`src/rtl/dm_dump_uart.sv`:
```
// Streams DEPTH 32-bit data-memory words out of an 8N1 UART, least significant byte first.
// Exposes the FSM state on state_dbg so external checkers can follow the dump.
module dm_dump_uart #(
  parameter int CLKS_PER_BIT = 16,
  parameter int DEPTH        = 32
) (
  input  logic        clk,
  input  logic        reset,
  input  logic        start,
  output logic [4:0]  mem_addr,
  input  logic [31:0] mem_rdata,
  output logic        tx,
  output logic        busy,
  output logic        done,
  output logic [2:0]  state_dbg
);

  localparam int CNT_W = (CLKS_PER_BIT > 1) ? $clog2(CLKS_PER_BIT) : 1;
  localparam logic [CNT_W-1:0] CNT_LAST = CNT_W'(CLKS_PER_BIT - 1);
  localparam logic [4:0] ADDR_LAST = 5'(DEPTH - 1);

  typedef enum logic [2:0] {IDLE, FETCH, START, DATA, STOP, DONE} state_t;

  state_t           state, state_n;
  logic [CNT_W-1:0] cnt, cnt_n;
  logic [2:0]       bit_idx, bit_n;
  logic [1:0]       byte_idx, byte_n;
  logic [31:0]      word, word_n;
  logic [4:0]       addr_n;
  logic             armed;
  logic             bit_end;
  logic             tx_n, busy_n, done_n;

  // Handshake: start is a single-cycle request with no ready; it is honoured
  // only in IDLE and only once the first clock after reset release has passed.
  assign bit_end   = (cnt == CNT_LAST);
  assign state_dbg = state;

  always_comb begin
    state_n = state;
    cnt_n   = cnt;
    bit_n   = bit_idx;
    byte_n  = byte_idx;
    word_n  = word;
    addr_n  = mem_addr;
    case (state)
      IDLE: begin
        addr_n = '0;
        if (start && armed) state_n = FETCH;
      end
      FETCH: begin
        word_n  = mem_rdata;
        byte_n  = '0;
        bit_n   = '0;
        cnt_n   = '0;
        state_n = START;
      end
      START: begin
        if (bit_end) begin
          cnt_n   = '0;
          bit_n   = '0;
          state_n = DATA;
        end else begin
          cnt_n = cnt + 1'b1;
        end
      end
      DATA: begin
        if (bit_end) begin
          cnt_n = '0;
          if (bit_idx == 3'd7) state_n = STOP;
          else                 bit_n   = bit_idx + 1'b1;
        end else begin
          cnt_n = cnt + 1'b1;
        end
      end
      STOP: begin
        if (bit_end) begin
          cnt_n = '0;
          if (byte_idx != 2'd3) begin
            byte_n  = byte_idx + 1'b1;
            state_n = START;
          end else if (mem_addr < ADDR_LAST) begin
            addr_n  = mem_addr + 1'b1;
            state_n = FETCH;
          end else begin
            addr_n  = '0;
            state_n = DONE;
          end
        end else begin
          cnt_n = cnt + 1'b1;
        end
      end
      DONE:    state_n = IDLE;
      default: state_n = IDLE;
    endcase
  end

  // Outputs are computed from the next state so the registered values line up with the state.
  always_comb begin
    tx_n   = 1'b1;
    busy_n = 1'b0;
    done_n = 1'b0;
    case (state_n)
      FETCH:   busy_n = 1'b1;
      START: begin
        busy_n = 1'b1;
        tx_n   = 1'b0;
      end
      DATA: begin
        busy_n = 1'b1;
        tx_n   = word_n[{byte_n, bit_n}];
      end
      STOP:    busy_n = 1'b1;
      DONE:    done_n = 1'b1;
      default: tx_n   = 1'b1;
    endcase
  end

  always_ff @(posedge clk or negedge reset) begin
    if (!reset) begin
      state    <= IDLE;
      cnt      <= '0;
      bit_idx  <= '0;
      byte_idx <= '0;
      word     <= '0;
      mem_addr <= '0;
      armed    <= 1'b0;
      tx       <= 1'b1;
      busy     <= 1'b0;
      done     <= 1'b0;
    end else begin
      state    <= state_n;
      cnt      <= cnt_n;
      bit_idx  <= bit_n;
      byte_idx <= byte_n;
      word     <= word_n;
      mem_addr <= addr_n;
      armed    <= 1'b1;
      tx       <= tx_n;
      busy     <= busy_n;
      done     <= done_n;
    end
  end

endmodule

```
`config.mk`:
```
export PLATFORM = sky130hd
export DESIGN_NAME = dm_dump_uart
export DESIGN_NICKNAME = d
export VERILOG_FILES = /design/src/rtl/dm_dump_uart.sv
export SDC_FILE = /design/constraint.sdc
export NUM_CORES = 1
export LEC_CHECK = 0
export CORE_MARGIN = 2
export CORE_UTILIZATION = 54
export DETAILED_ROUTE_END_ITERATION = 10
export PLACE_DENSITY = 0.8
export SYNTH_ARGS = -nofsm -noshare
export SYNTH_HDL_FRONTEND = slang
export SYNTH_SLANG_ARGS = --single-unit
export TNS_END_PERCENT = 30
```
`constraint.sdc`:
```
create_clock -name clk -period 2.8 [get_ports clk]
set_clock_uncertainty 0.05 [all_clocks]
set_input_delay 0.56 -clock clk [delete_from_list [all_inputs] [get_ports clk]]
set_output_delay 0.56 -clock clk [all_outputs]
set_load 0.05 [all_outputs]
```
### Yosys cells after proc, flatten, opt, wreduce, memory -nomap -nowiden

Index checks and enable logic that the tools add are counted.

| cells by class | value |
|---|---|
| add/sub/neg operators | 4 |
| order comparisons | 2 |
| eq/ne operators | 14 |
| mux-type cells | 27 |
| reductions and logical operators | 7 |

Operators by type and width:

| kind | number |
|---|---|
| two-way mux 32 bit | 1 |
| two-way mux 3 bit | 10 |
| two-way mux 5 bit | 3 |
| case mux 3 bit (5 select lines) | 1 |
| == test 3 x 2 -> 1 bit (second input constant) | 4 |
| == test 3 bit (second input constant) | 4 |
| case mux 5 bit (2 select lines) | 1 |
| case mux 3 bit (3 select lines) | 1 |
| case mux 4 bit (2 select lines) | 1 |
| == test 3 x 1 -> 1 bit (second input constant) | 2 |
| less-than comparator 5 x 6 -> 1 bit (second input constant) | 1 |
| != test 2 bit (second input constant) | 3 |
| adder 5 x 1 -> 5 bit (second input constant) | 1 |
| binary-select mux 1 bit (select 5 bit) | 1 |
| less-than comparator 5 bit (second input constant) | 1 |
| adder 4 x 1 -> 4 bit (second input constant) | 1 |
| == test 4 bit (second input constant) | 1 |
| two-way mux 2 bit | 2 |
| two-way mux 4 bit | 1 |
| case mux 2 bit (2 select lines) | 1 |
| nonzero test 2 bit | 2 |
| OR reduction 4 bit | 1 |
| adder 3 x 1 -> 3 bit (second input constant) | 1 |
| logical NOT 3 bit | 1 |
| other kinds (6) | 8 |

| word-level totals | value |
|---|---|
| register bits | 53 |
| output and inout bits | 11 |

### Depth between registers and ports, before layout

Gate-level depths: netlist of the first run.

| depth | value |
|---|---|
| depth in word-level cells | 8 |
| gate-level depth with buffers | 11 |

### Worst setup path before layout of the first run

Ideal clock, no wire load.

| timing path | value |
|---|---|
| path type | reg-to-reg |
| start | register state[2], in the netlist state_dbg[2] |
| end | register tx |
| setup time | 0.084 ns |
| arrival | 2.546 ns |
| path slack | 0.120 ns |
| cell stages (with the launch flop) | 10 |
| path buffers | 1 |
| period minus slack after synthesis | 2.680 ns |
| path through | dfrtp_1 > nand2b_1 > buf_2 > o41a_1 > a21o_2 > clkinv_4 > nor2_1 > a2111oi_0 > nor4_1 > a311o_1 |

| on the way | value |
|---|---|
| cells in the longest elaborated chain, start to end | 5 |

Ends and longest elaborated chain:

| what | RTL line | source |
|---|---|---|
| start, declared | 24 | `state_t state, state_n;` |
| start signal, assigned | 132 | `state <= state_n;` |
| == test 3 x 2 -> 1 bit or == test 3 x 1 -> 1 bit (tied branches) | 46 | `case (state)` |
| case mux 3 bit (3 select lines) * | 46 |  |
| named net bit_n[0] | 26 | `logic [2:0] bit_idx, bit_n;` |
| binary-select mux 1 bit (select 5 bit) * | 111 | `tx_n = word_n[{byte_n, bit_n}];` |
| two-way mux 1 bit (not written as such) * | 111 |  |
| case mux 1 bit (2 select lines) * | 103 | `case (state_n)` |
| named net tx_n | 32 | `logic tx_n, busy_n, done_n;` |
| end signal, assigned | 139 | `tx <= tx_n;` |
| end, declared | 12 | `output logic tx,` |

Mark *: on every way through the listed nets, which the timed path passes. The rest lies on a longest branch. The select of a mux whose other input is x is not followed.
A chain may end at the register's enable or synchronous reset.

### Final worst setup path of the first run

| timing path | value |
|---|---|
| start | register bit_idx[1] |
| end | register tx |

| on the way | value |
|---|---|
| cells in the longest elaborated chain, start to end | 7 |

Ends and longest elaborated chain:

| what | RTL line | source |
|---|---|---|
| start, declared | 26 |  |
| start signal, assigned | 134 | `bit_idx <= bit_n;` |
| adder 3 x 1 -> 3 bit or == test 3 bit (tied branches) | 71, 70 |  |
| two-way mux 3 bit | 70 | `if (bit_idx == 3'd7) state_n = STOP;` |
| two-way mux 3 bit | 68 | `if (bit_end) begin` |
| case mux 3 bit (3 select lines) | 46 |  |
| binary-select mux 1 bit (select 5 bit) | 111 |  |
| two-way mux 1 bit (not written as such) | 111 |  |
| case mux 1 bit (2 select lines) * | 103 |  |
| named net tx_n | 32 |  |

Marked as above.

==> metrics.yaml, run 1 <==
status:
  status: "completed"
place:
  dpl_cell_area_um2: 3650
  globalplace.congestion: 0.979
  dp_slack_ns: 0.0506
  dp.final_hpwl_mm: 5.87
  port_buffers: 45
floorplanning:
  die_h_um: 78.3
  pin_count: 46
  core_area_um2: 5410
  die_area_um2: 6140
  die_w_um: 78.3
  initial_utilization: 0.552
  num_rows: 27
setup_path:
  cp-end-kind: "flip-flop"
  cp_data_arrival_time_ns: 2.88
  crit_type: "flip-flop to flip-flop"
  critPathRequiredTime_ns: 3.00
  cp_max_fo: 5
  startpoint_type: "flip-flop"
clocking:
  holdBufCountCts: 0
  cts_sinks: 53
  clk_pin_slew_ns: 0.09
  cts_root_buffer: "clkbuf_8"
  cts_tree: "built"
  cts_buffer_depth: 2
  h-tree-depth: 2
  clk_latency_ns: 0.30
  cts_buffers: 5
route:
  vias: 2844
  drc_errors: 0
  viasPerCell: 5.85
  drt_iter0_drc: 232
  antenna_left: 0
  drt_first_pass_iters: 4
  wl_per_cell_um: 16.4
  wl_mm: 7.98
final_layout:
  final_cell_mix: "nand2_1, dfrtp_1, clkdlybuf4s50_1"
  final_area_um2: 3840
  nNetsFinal: 451
  fill_cells: 444
  syn_to_final_growth_pct: 28.6
  final_common_cell: "nand2_1"
  drive_above_1_share: 0.157
  n_antenna_cell: 0
  multi_input_area_um2: 1590
  seq_area_um2: 1330
global_route:
  gr-total-overflow: 0
  grt_pass1_wl_mm: 13.1
  grt_pass1_vias: 2812
  grt_use_total: 0.268
  grt_max_degree: 29
  antenna_found_initial: 0
logic_synthesis:
  synth.cell_area_um2: 2980
  ys_seq_elements: 53
  ys_async_sr_fraction: 1.00
  yosysSeqAreaShare: 0.445
  synth.avg_cell_area_um2: 8.53
  ys_types: 66
  synthesis.nets: 388
  syn_inst: 350
  synthFlopType: "dfrtp_1"
  synth_edf_count: 0
  yosysWarnings: 0
sta:
  timing.final.crit_share: 0.959
  relSlewSlack: 0.600
  tightest_slew_ns: 0.600
  final-hold-violation-count: 0
  min_period_ns: 2.69
  setup_viol: 0
  setup_ws_ns: 0.114
  fmax_mhz: 372
  maxSlewViolCount: 0
power:
  power_density_nw_per_um2: 351
  leakage_nw: 1.68
  ir_drop_mv: 0.300
  totalPowerFinal_mw: 1.35
flow_run:
  cap_violations: 0
worst_hold_path:
  hold_class: "input port to asynchronous set/reset pin"
-- Yosys cell counts, types with 2 or more instances --
library cell  instances  area (um^2)
nand2_1              98          368
dfrtp_1              52         1300
a21oi_1              17         85.1
nor2_1               17         63.8
o21ai_1              11         55.1
clkbuf_1             10         37.5
inv_1                 9         33.8
nand3_1               8         40.0
buf_2                 7         35.0
nand4_1               7         43.8
nor3_1                7         35.0
o21ai_0               7         35.0
a31oi_1               6         37.5
o22ai_1               6         37.5
a221oi_1              5         43.8
nand2b_1              5         31.3
a2111oi_0             4         35.0
mux2i_1               4         40.0
a211oi_1              3         22.5
and3_1                3         18.8
ha_1                  3         37.5
inv_2                 3         11.3
nor2b_1               3         18.8
o31ai_1               3         22.5
a211o_1               2         17.5
a21o_1                2         15.0
a22o_1                2         17.5
a32oi_1               2         17.5
and3b_1               2         17.5
mux2_2                2         22.5
o211ai_1              2         15.0
o221ai_1              2         17.5
o41ai_1               2         17.5
or3_1                 2         12.5
-- critical path, stage by stage, from the launching register on --
cell,delay (ns)
dfrtp_2,0.46
ha_1,0.23
and2_1,0.19
o41a_1,0.47
a21o_2,0.27
buf_4,0.17
a211oi_1,0.23
a2111oi_2,0.09
nor4_2,0.32
a311o_1,0.16
-- through the flow --
stage               hold slack (ns)  instances  TNS (ns)  utilization
floorplan                     0.214        350         0            -
global placement              0.405        474         0        0.675
detailed placement            0.411        474         0        0.675
CTS                           0.227        482         0        0.690
global route                  0.253        486   -0.0239        0.710
finish                        0.200        486         0        0.710
-- final timing paths --
check | cells past startpoint | slack [ns] | end | from
setup / recovery | 9 | 0.11 | tx | bit_idx[1]
hold / removal | 1 | 0.20 | cnt[3] | reset
setup reg to reg | 9 | 0.11 | tx | bit_idx[1]
hold reg to reg | 2 | 0.44 | word[21] | word[21]
max in group asynchronous | 2 | 1.93 | bit_idx[1] | reset
min in group clk | 2 | 0.44 | word[21] | word[21]
-- area by class of cell --
| class | count | area share |
|---|---|---|
| clock inverter | 1 | 0.00196 |
| tap | 72 | 0.0235 |
| clock buffer | 7 | 0.0199 |
| inverter | 14 | 0.0157 |
| multi-input combinational | 264 | 0.415 |
| timing repair buffer | 75 | 0.178 |
| sequential | 53 | 0.346 |
-- power breakdown --
| group | switching, mW | internal (mW) |
|---|---|---|
| clock network | 0.252 | 0.178 |
| registers | 0.0144 | 0.790 |
| logic | 0.0497 | 0.0635 |
| total | 0.316 | 1.03 |
-- flip-flops by register name, indices dropped and copies added (netlist names) --
name,count
busy,1
word,32
bit_idx,3
mem_addr,5
state_dbg,3
cnt,4
byte_idx,2
armed,1
tx,1
done,1
-- cell families after synthesis --
logic type	synth area share
DFF	0.445
buffers and inverters	0.0495
AOI/OAI and AO/OA	0.222
muxes	0.0247
other	0.00126
adders and majority gates	0.0126
and+or+nand+nor	0.245
-- per-layer routing --
metal  vias to the layer above  part of all wire  GRT usage
met5                         -                 0          0
met4                         0             0.027     0.0912
met3                        24             0.048     0.0368
met2                        96              0.50      0.466
met1                      1345              0.43      0.344
li1                       1379                 -          -
-- repair_timing --
| item | in CTS | in global routing |
|---|---|---|
| setup endpoints to repair | 0 | 1 |
| resized for setup | 0 | 17 |
| setup buffers | 0 | 4 |
Note: power is estimated with default switching activity, not from simulation.
==> run 2: changes to the inputs <==
ABC_AREA = 1   (was not set)
CORE_UTILIZATION = 53   (was 54)
PLACE_DENSITY = 0.79   (was 0.8)
==> metrics.yaml, run 2 <==
status:
  status: "completed"  # unchanged
clocking:
  cts_tree: "built"  # unchanged
  clk_pin_slew_ns: 0.10  # was 0.09 ns
  cts_sinks: 53  # unchanged
  cts_resized: 0  # unchanged
  clk_latency_ns: 0.31  # was 0.30 ns
  h-tree-depth: 2  # unchanged
  cts_setup_buffers: 0  # unchanged
  cts_buffers: 5  # unchanged
  cts_buffer_depth: 2  # unchanged
  cts_root_buffer: "clkbuf_8"  # unchanged
  holdBufCountCts: 0  # unchanged
logic_synthesis:
  synth.largest_area_cell: "dfrtp_1"  # unchanged
  synth_edf_count: 0  # unchanged
  synth.top_cells.by_count: "inv_1, dfrtp_1, nand2_1"  # was nand2_1, dfrtp_1, a21oi_1, nor2_1, o21ai_1
  synth_area_leaders: "dfrtp_1, inv_1, nand2_1"  # was dfrtp_1, nand2_1, a21oi_1
  synth.avg_cell_area_um2: 8.33  # was 8.53 um^2
  synth_top_area_frac: 0.461  # was 0.436
  ys_seq_elements: 53  # unchanged
  yosysWarnings: 0  # unchanged
  synthesis.nets: 377  # was 388
  synthFlopType: "dfrtp_1"  # unchanged
  ys_async_sr_fraction: 1.00  # unchanged
  synth.most_common_cell: "inv_1"  # was nand2_1
  syn_inst: 339  # was 350
  yosysSeqAreaShare: 0.470  # was 0.445
  ys_types: 38  # was 66
  synth.cell_area_um2: 2820  # was 2980 um^2
route:
  wl_mm: 5.84  # was 7.98 mm
  viasPerCell: 5.09  # was 5.85
  antenna_left: 0  # unchanged
  drc_errors: 0  # unchanged
  drt_first_pass_iters: 4  # unchanged
  vias: 2322  # was 2844
  wl_per_cell_um: 12.8  # was 16.4 um
  drt_iter0_drc: 169  # was 232
final_layout:
  final_common_cell: "inv_1"  # was nand2_1
  multi_input_area_um2: 1170  # was 1590 um^2
  fill_cells: 483  # was 444
  seq_area_um2: 1330  # about the same
  nNetsFinal: 423  # was 451
  drive_above_1_share: 0.0959  # was 0.157
  largest_reg_flops: 32  # unchanged
  n_antenna_cell: 0  # unchanged
  final_cell_mix: "inv_1, dfrtp_1, nand2_1"  # was nand2_1, dfrtp_1, clkdlybuf4s50_1
  syn_to_final_growth_pct: 20.1  # was 28.6%
  top_register: "word"  # unchanged
  largest_registers: "word x32, mem_addr x5, cnt x4"  # unchanged
  final_area_um2: 3390  # was 3840 um^2
  utilization: 0.660  # was 0.710
place:
  port_buffers: 45  # unchanged
  globalplace.congestion: 0.919  # was 0.979
  dp.final_hpwl_mm: 4.33  # was 5.87 mm
  dpl_cell_area_um2: 3310  # was 3650 um^2
sta:
  tightest_slew_ns: 0.509  # was 0.600 ns
  min_period_ns: 2.33  # was 2.69 ns
  relSlewSlack: 0.660  # was 0.600
  timing.final.crit_share: 0.833  # was 0.959
  whs_ns: 0.123  # was 0.200 ns
  fin_tns_setup_ns: 0  # unchanged
  maxSlewViolCount: 0  # unchanged
  final-hold-violation-count: 0  # unchanged
  fmax_mhz: 429  # was 372 MHz
  rsz0062_at_grt: "no"
  setup_viol: 0  # unchanged
floorplanning:
  die_area_um2: 5930  # was 6140 um^2
  die_w_um: 77.0  # was 78.3 um
  num_rows: 26  # was 27
  die_h_um: 77.0  # was 78.3 um
  initial_utilization: 0.549  # was 0.552
  pin_count: 46  # unchanged
  core_area_um2: 5140  # was 5410 um^2
setup_path:
  critPathRequiredTime_ns: 3.00  # about the same
  crit_type: "flip-flop to flip-flop"  # unchanged
  reg2reg_to: "tx"  # unchanged
  rrSetupSlack_ns: 0.47  # was 0.11 ns
  cp_max_fo: 31  # was 5
  reg2reg_depth: 12  # was 9
  reg2reg_from: "state_dbg[2]"  # was bit_idx[1]
  crit_end: "tx"  # unchanged
  cp_data_arrival_time_ns: 2.53  # was 2.88 ns
  startpoint: "state_dbg[2]"  # was bit_idx[1]
  cp-end-kind: "flip-flop"  # unchanged
  startpoint_type: "flip-flop"  # unchanged
global_route:
  grt_pass1_wl_mm: 10.6  # was 13.1 mm
  gr-total-overflow: 0  # unchanged
  grt_max_degree: 32  # was 29
  grt_pass1_vias: 2358  # was 2812
  grt_use_total: 0.220  # was 0.268
  antenna_found_initial: 0  # unchanged
power:
  pwr-share-clk: 0.140  # was 0.319
  ir_drop_mv: 0.479  # was 0.300 mV
  intPower_mw: 1.78  # was 1.03 mW
  comb_power_share: 0.472  # was 0.084
  pwr-share-seq: 0.389  # was 0.597
  switching_share: 0.407  # was 0.234
  power.net_switching_mw: 1.22  # was 0.316 mW
  totalPowerFinal_mw: 3.00  # was 1.35 mW
  leakage_nw: 1.59  # was 1.68 nW
  power_density_nw_per_um2: 885  # was 351 nW/um^2
flow_run:
  cap_violations: 0  # unchanged
worst_hold_path:
  hold_class: "input port to asynchronous set/reset pin"  # unchanged
run 2: changes by cell type after synthesis, sizes merged, moves of 6 or more:
cell	previous run	this run
inv	13	65
or2	1	29
nand2	98	60
o22ai	6	0
clkbuf	10	2
o21ai	18	36
a21oi	17	6
nand3	9	36
run 2: through the flow:
| stage | setup WS [ns] | cells |
|---|---|---|
| 2_1_floorplan | 0.740 | 339 |
| 3_3_place_gp | 0.528 | 448 |
| 3_5_place_dp | 0.487 | 448 |
| 4_1_cts | 0.454 | 456 |
| 5_1_grt | 0.146 | 456 |
| 6_report | 0.467 | 456 |
run 2: power by group through the flow:
| stage | clock network (mW) | logic [mW] | registers, mW |
|---|---|---|---|
| 2_1_floorplan | 0 | 1.00 | 1.26 |
| 3_3_place_gp | 0 | 1.38 | 1.17 |
| 3_5_place_dp | 0 | 1.41 | 1.18 |
| 4_1_cts | 0.427 | 1.42 | 1.17 |
| 5_1_grt | 0.466 | 1.63 | 1.20 |
| 6_report | 0.419 | 1.42 | 1.17 |
run 2: critical path: stages, from the launching register on:
cell     delay [ns]
dfrtp_1        0.46
inv_4          0.13
nand3_2        0.31
inv_2          0.47
or2_0          0.16
o21ai_0        0.11
nand2_1        0.10
nand3_1        0.08
nand3_1        0.10
nand3_1        0.08
nand3_1        0.08
nand3_1        0.07
nand2_1        0.06
run 2: area by class of cell:
| class | count | share of cell area |
|---|---|---|
| timing repair buffer | 48 | 0.142 |
| inverter | 65 | 0.0727 |
| clock buffer | 8 | 0.0236 |
| tap | 70 | 0.0258 |
| multi-input combinational | 212 | 0.345 |
| sequential | 53 | 0.392 |
run 2: cell families after synthesis:
kind of cell	share of synthesized area
buffers and inverters	0.116
and+or+nand+nor	0.275
DFF	0.470
adders and majority gates	0.0133
AOI/OAI and AO/OA	0.115
xor gates and xnor gates	0.00931
other	0.00133
run 2: worst min path at each step:
stage                           to  slack [ns]  cells after the start
after CTS                  word[2]        0.14                      1
after global routing      word[10]        0.15                      1
final                      word[2]        0.12                      1
after global placement    word[31]        0.42                      2
after detailed placement  word[31]        0.43                      2
after floorplan              armed        0.21                      0
run 2: routing by layer:
layer | vias up | part of all wire | track usage
met5 | - | 0 | 0
met2 | 69 | 0.47 | 0.356
li1 | 1180 | - | -
met3 | 8 | 0.049 | 0.0259
met1 | 1065 | 0.47 | 0.314
met4 | 0 | 0.013 | 0.0625
==> edit 1: new RTL, settings of run 2 <==
Make the reset (`reset`) synchronous in one clocked block.
--- a/src/rtl/dm_dump_uart.sv
+++ b/src/rtl/dm_dump_uart.sv
@@ -118,3 +118,3 @@
 
-  always_ff @(posedge clk or negedge reset) begin
+  always_ff @(posedge clk) begin
     if (!reset) begin
Behaviour: differs if reset is asserted again (counterexample within 4 cycles, from zero or initial values and one cycle with reset low); with reset held inactive, the same outputs for 10 cycles.
==> edit 1 against run 2 <==
Count of clock-buffer cells in the layout down 1. Via count rose by 6.8%. Worst setup slack gained 0.10 ns. Design area down 6.6%. Sequential cell count is the same. Area after synthesis shrank 6.6%. Wire length grew 0.36%. Register-to-register slack gained 0.13 ns. Critical path type is now reg2out. Highest routed layer unchanged.
Power is not compared: it rests on default switching activity, and its combinational part moved more than twofold at a synthesized area within 25%.
==> edit 1: results (changes against run 2) <==
* Slowest cell delay on critical path at 0.86 ns (+0.39 ns)
* Gr usage total at 23.0% (+1.0 points)
* DP Wirelength at 4260 um (-1.7%)
* Non-clk buf share at 14.2% (+0.054 points)
* Compound-cell area share of the yosys netlist at 10.6% (-0.90 points)
* Seq/total area at 33.5% (-5.6 points)
* First-pass GRT wire length at 10100 um (-4.6%)
* Slowest-stage cell, CP: clkdlybuf4s50_1
* Syn Nets at 399 (+5.8%)
* Biggest regs: word: 32 flops, mem_addr: 5 flops, cnt: 4 flops
* IO buf count at 45 (unchanged)
* Sequential area share after synthesis at 40.2% (-6.8 points)
* Post-CTS setup buffer count at 0 (unchanged)
* Longest Clk Path Bufs at 2 (unchanged)
* Nets at 438 (+3.5%)
* CTS root buf: clkbuf_8
* Inverters at 36 (-45%)
* Avg WL per Cell at 12.5 um (-2.0%)
* Hold Path Class: reg2reg
* Post-synthesis xor/xnor area fraction at 0.332% (-0.60 points)
* ANT cells at 0 (unchanged)
* Final clock-cell share at 2.73% (+0.36 points)
* Seq Cell Count at 53 (unchanged)
* Synthesis warning total at 0 (unchanged)
* Multi-input combinational area share at 42.6% (+8.1 points)
* Bufs w/o clock at 45 (-6.3%)
* Multi-Input Combinational at 259 (+22%)
* VDD IR max at 0.294 mV
* Status: completed
* Clk Latency, worst-skew pair at 0.30 ns
* GPL Wtd Cong at 0.922 (+0.34%)
* Arr. time, crit path at 1.62 ns (-0.91 ns)
* Mux contribution to synthesized area at 2.28% (+2.3 points)
* Synth top area cells: dfxtp_1 (40%), nand3_1 (10%), nand2_1 (7.5%), nor2_1 (7.5%), inv_1 (4.4%)
* Synth cell count leaders: dfxtp_1 (53), nand2_1 (53), nand3_1 (53), nor2_1 (53), inv_1 (31)
* Filler instances at 432 (-11%)
* Layout cells sized above 1 at 6.25% (-3.3 points)
* Pleak at 0.00137 uW
* Main flop type after synthesis: dfxtp_1
* Largest net degree at the start of global routing at 47 (+47%)
* Cts repair resizes at 0 (unchanged)
* Cell family with the largest share of critical-path delay: buffers and inverters
* Number of global-route vias before repair at 2359 (+0.042%)
* Fraction of registers with async set/reset at 0% (-100 points)
* Crit-path max FO at 7 (-77%)
* Max-slew headroom at 49.9% (-16 points)
* Htree depth at 2 (unchanged)
* Netlist cell types at 35 (-7.9%)
* CLK BUF at 7 (-1)
* Max-cap violations at 0 (unchanged)
* Antenna violations before repair at 0 (unchanged)
* DR iter-0 viols at 200 (+18%)
* CTS buffer count at 5 (unchanged)
* Via density at 5.31 (+4.3%)
* Synth Area in Adders at 1.42% (+0.093 points)
==> edit 1: changes by cell type in the layout (fill, tap and decap cells not counted), sizes merged, moves of 9 or more <==
cell | before | now
nor2 | 14 | 56
or2 | 29 | 20
nand3 | 36 | 55
dfxtp | 0 | 53
inv | 65 | 35
dfrtp | 52 | 0
==> edit 1: final timing paths <==
path	cells past startpoint	endpoint	startpoint	slack [ns]
hold reg to reg	2	cnt[1]	cnt[1]	0.44
setup reg to reg	14	tx	bit_idx[0]	0.60
hold / removal	2	cnt[1]	cnt[1]	0.44
setup / recovery	1	state_dbg[2]	state_dbg[2]	0.57
==> edit 1: power by group through the flow <==
stage	sequential, uW	clock, uW	combinational [uW]
CTS	795	438	217
detailed placement	813	0	215
global route	799	463	241
floorplan	824	0	124
global placement	812	0	213
finish	795	428	217
==> edit 1: through the flow <==
stage          utilization, %  instance area, sq um  worst slack (ns)  instances  power, uW
2_1_floorplan               -                  2640             0.717        361        948
3_3_place_gp             64.8                  3080             0.631        460       1020
3_5_place_dp             64.8                  3080             0.614        460       1030
4_1_cts                  66.6                  3170             0.549        467       1450
5_1_grt                  66.6                  3170             0.319        467       1500
6_report                 66.6                  3170             0.568        467       1440
==> edit 1: logic make-up after synthesis <==
| family | after synthesis |
|---|---|
| DFF | 53 |
| xor gates and xnor gates | 1 |
| and+or+nand+nor | 197 |
| buffers and inverters | 49 |
| AOI/OAI and AO/OA | 52 |
| adders and majority gates | 3 |
| muxes | 6 |
==> edit 1: layer usage <==
metal  part of all wire, %  vias up  global-route usage, %
met4                   1.7        0                   7.94
li1                      -     1252                      -
met1                    47     1156                   30.8
met5                     0        -                      0
met2                    46       63                   37.4
met3                   4.9       10                   4.20
==> edit 2: new RTL, flow settings as in run 2 <==
Without the edit above. Set the parameter `CLKS_PER_BIT` to 32 (it was 16).
--- a/src/rtl/dm_dump_uart.sv
+++ b/src/rtl/dm_dump_uart.sv
@@ -3,3 +3,3 @@
 module dm_dump_uart #(
-  parameter int CLKS_PER_BIT = 16,
+  parameter int CLKS_PER_BIT = 32,
   parameter int DEPTH        = 32
Formal check against the unedited RTL: no difference found for any inputs over 10 cycles, from zero or initial values and one cycle with reset low; that may be too few to reach the edited logic, so the function may still have changed.
==> edit 2 against run 2 <==
Wire length decreased by 0.94%. Design area grew 4.4%. Area after synthesis is 3.3% higher. Critical path type unchanged. Critical path depth stayed put. Core utilization is 0.51 points lower. Synthesized cell count increased by 13%. Sequential cell count is 1 higher. Worst setup slack got worse by 0.087 ns.
Power is not compared: it rests on default switching activity, and its combinational part moved more than twofold at a synthesized area within 25%.
==> edit 2: results (changes against run 2) <==
* Sequential area share after synthesis at 46.4% (-0.63 points)
* Netlist cell types at 31 (-18%)
* Largest net degree at the start of global routing at 31 (-3.1%)
* GRT met3 Usage at 4.14% (+1.5 points)
* DP Wirelength at 4380 um (+1.1%)
* Synth top area cells: dfrtp_1 (45%), inv_1 (12%), nand3_1 (9.8%), nand2_1 (9.5%), o21ai_1 (4.5%)
* Reg2reg start: cnt[0]
* Routed wl met2 at 2750 um (about the same)
* GPL Wtd Cong at 0.910 (-1.0%)
* Worst reg2reg setup slack at 0.38 ns (-0.09 ns)
* Setup WS pre-CTS at 0.261 ns (-0.226 ns)
* CP startpoint kind: register
* Crit-path max FO at 10 (-68%)
* Mux contribution to synthesized area at 0% (unchanged)
* Post-synthesis xor/xnor area fraction at 0.901% (-0.030 points)
* Post-CTS setup buffer count at 0 (unchanged)
* Nets at 467 (+10%)
* Final Non-Filler Cells at 500 (+9.6%)
* Syn Nets at 422 (+12%)
* Placed cells at 492 (+9.8%)
* ANT cells at 0 (unchanged)
* Via count at 2502 (+7.8%)
* Met1 usage at 28.1% (-3.4 points)
* Htree depth at 2 (unchanged)
* Worst reg-to-reg path cell count at 12 (unchanged)
* Synthesis warning total at 0 (unchanged)
* Slowest-stage cell, CP: dfrtp_1
* Routed wire length at 5780 um (-0.94%)
* Synth Area in Adders at 2.15% (+0.82 points)
* Gr usage total at 21.0% (-0.99 points)
* Final Critical Period at 2.42 ns (+0.0871 ns)
* Synth Instances at 382 (+13%)
* Hold_ws at 0.193 ns (+0.0691 ns)
* Layout cells sized above 1 at 6.31% (-3.3 points)
* Worst-Margin Slew at 0.579 ns (+0.0703 ns)
* Metal-1 WL at 2680 um (-2.0%)
* Number of global-route vias before repair at 2332 (-1.1%)
* Synth cell count leaders: inv_1 (90), nand2_1 (74), nand3_1 (57), dfrtp_1 (53), o21ai_1 (26)
* Arr. time, crit path at 2.57 ns (+0.04 ns)
* Met3 WL at 282 um (-1.4%)
* Hold Path Class: in2async
* Critical Path End: busy
* DR iter-0 viols at 161 (-4.7%)
* CTS buffer count at 5 (unchanged)
* Compound-cell area share of the yosys netlist at 10.8% (-0.71 points)
* Longest Clk Path Bufs at 2 (unchanged)
* Biggest regs: word: 32 flops, cnt: 5 flops, mem_addr: 5 flops
* Status: completed
* Grt met2 use at 35.0% (-0.61 points)
* Pre-antenna DRT Iters at 5 (+1)
* Slowest cell delay on critical path at 0.39 ns (-0.08 ns)
* First-pass GRT wire length at 10300 um (-3.0%)
* Clk Latency, worst-skew pair at approximately 0.30 ns
## edit 2: changes by cell type after synthesis, moves of 12 or more
cell	delta
nand2_1	+23
or2_1	-12
inv_1	+29
nand3_1	+24
o21ai_1	+12
or2_0	-12
## edit 2: layout make-up
type                       instances  area, sq um
sequential                        54         1350
tap                               72         90.1
clock buffer                       8          110
multi-input combinational        224         1140
inverter                          93          349
fill                             486         1870
timing repair buffer              49          500
## edit 2: where the power goes
part           internal, uW  switching [uW]  leakage [uW]
combinational          68.7            61.9       0.00115
sequential              804            6.49      0.000654
clock                   250             244     0.0000575
total                  1120             312       0.00186
## edit 2: per-stage QoR
stage	total power [uW]	cell area [sq um]	utilization, %
4_1_cts	1450	3530	65.3
5_1_grt	1500	3540	65.5
6_report	1440	3540	65.5
3_5_place_dp	958	3420	63.2
3_3_place_gp	955	3420	63.2
2_1_floorplan	877	2920	-
## edit 2: what timing repair did
action	in CTS	in global routing
resized for setup	0	2
hold buffers	0	0
setup endpoints to repair	0	2
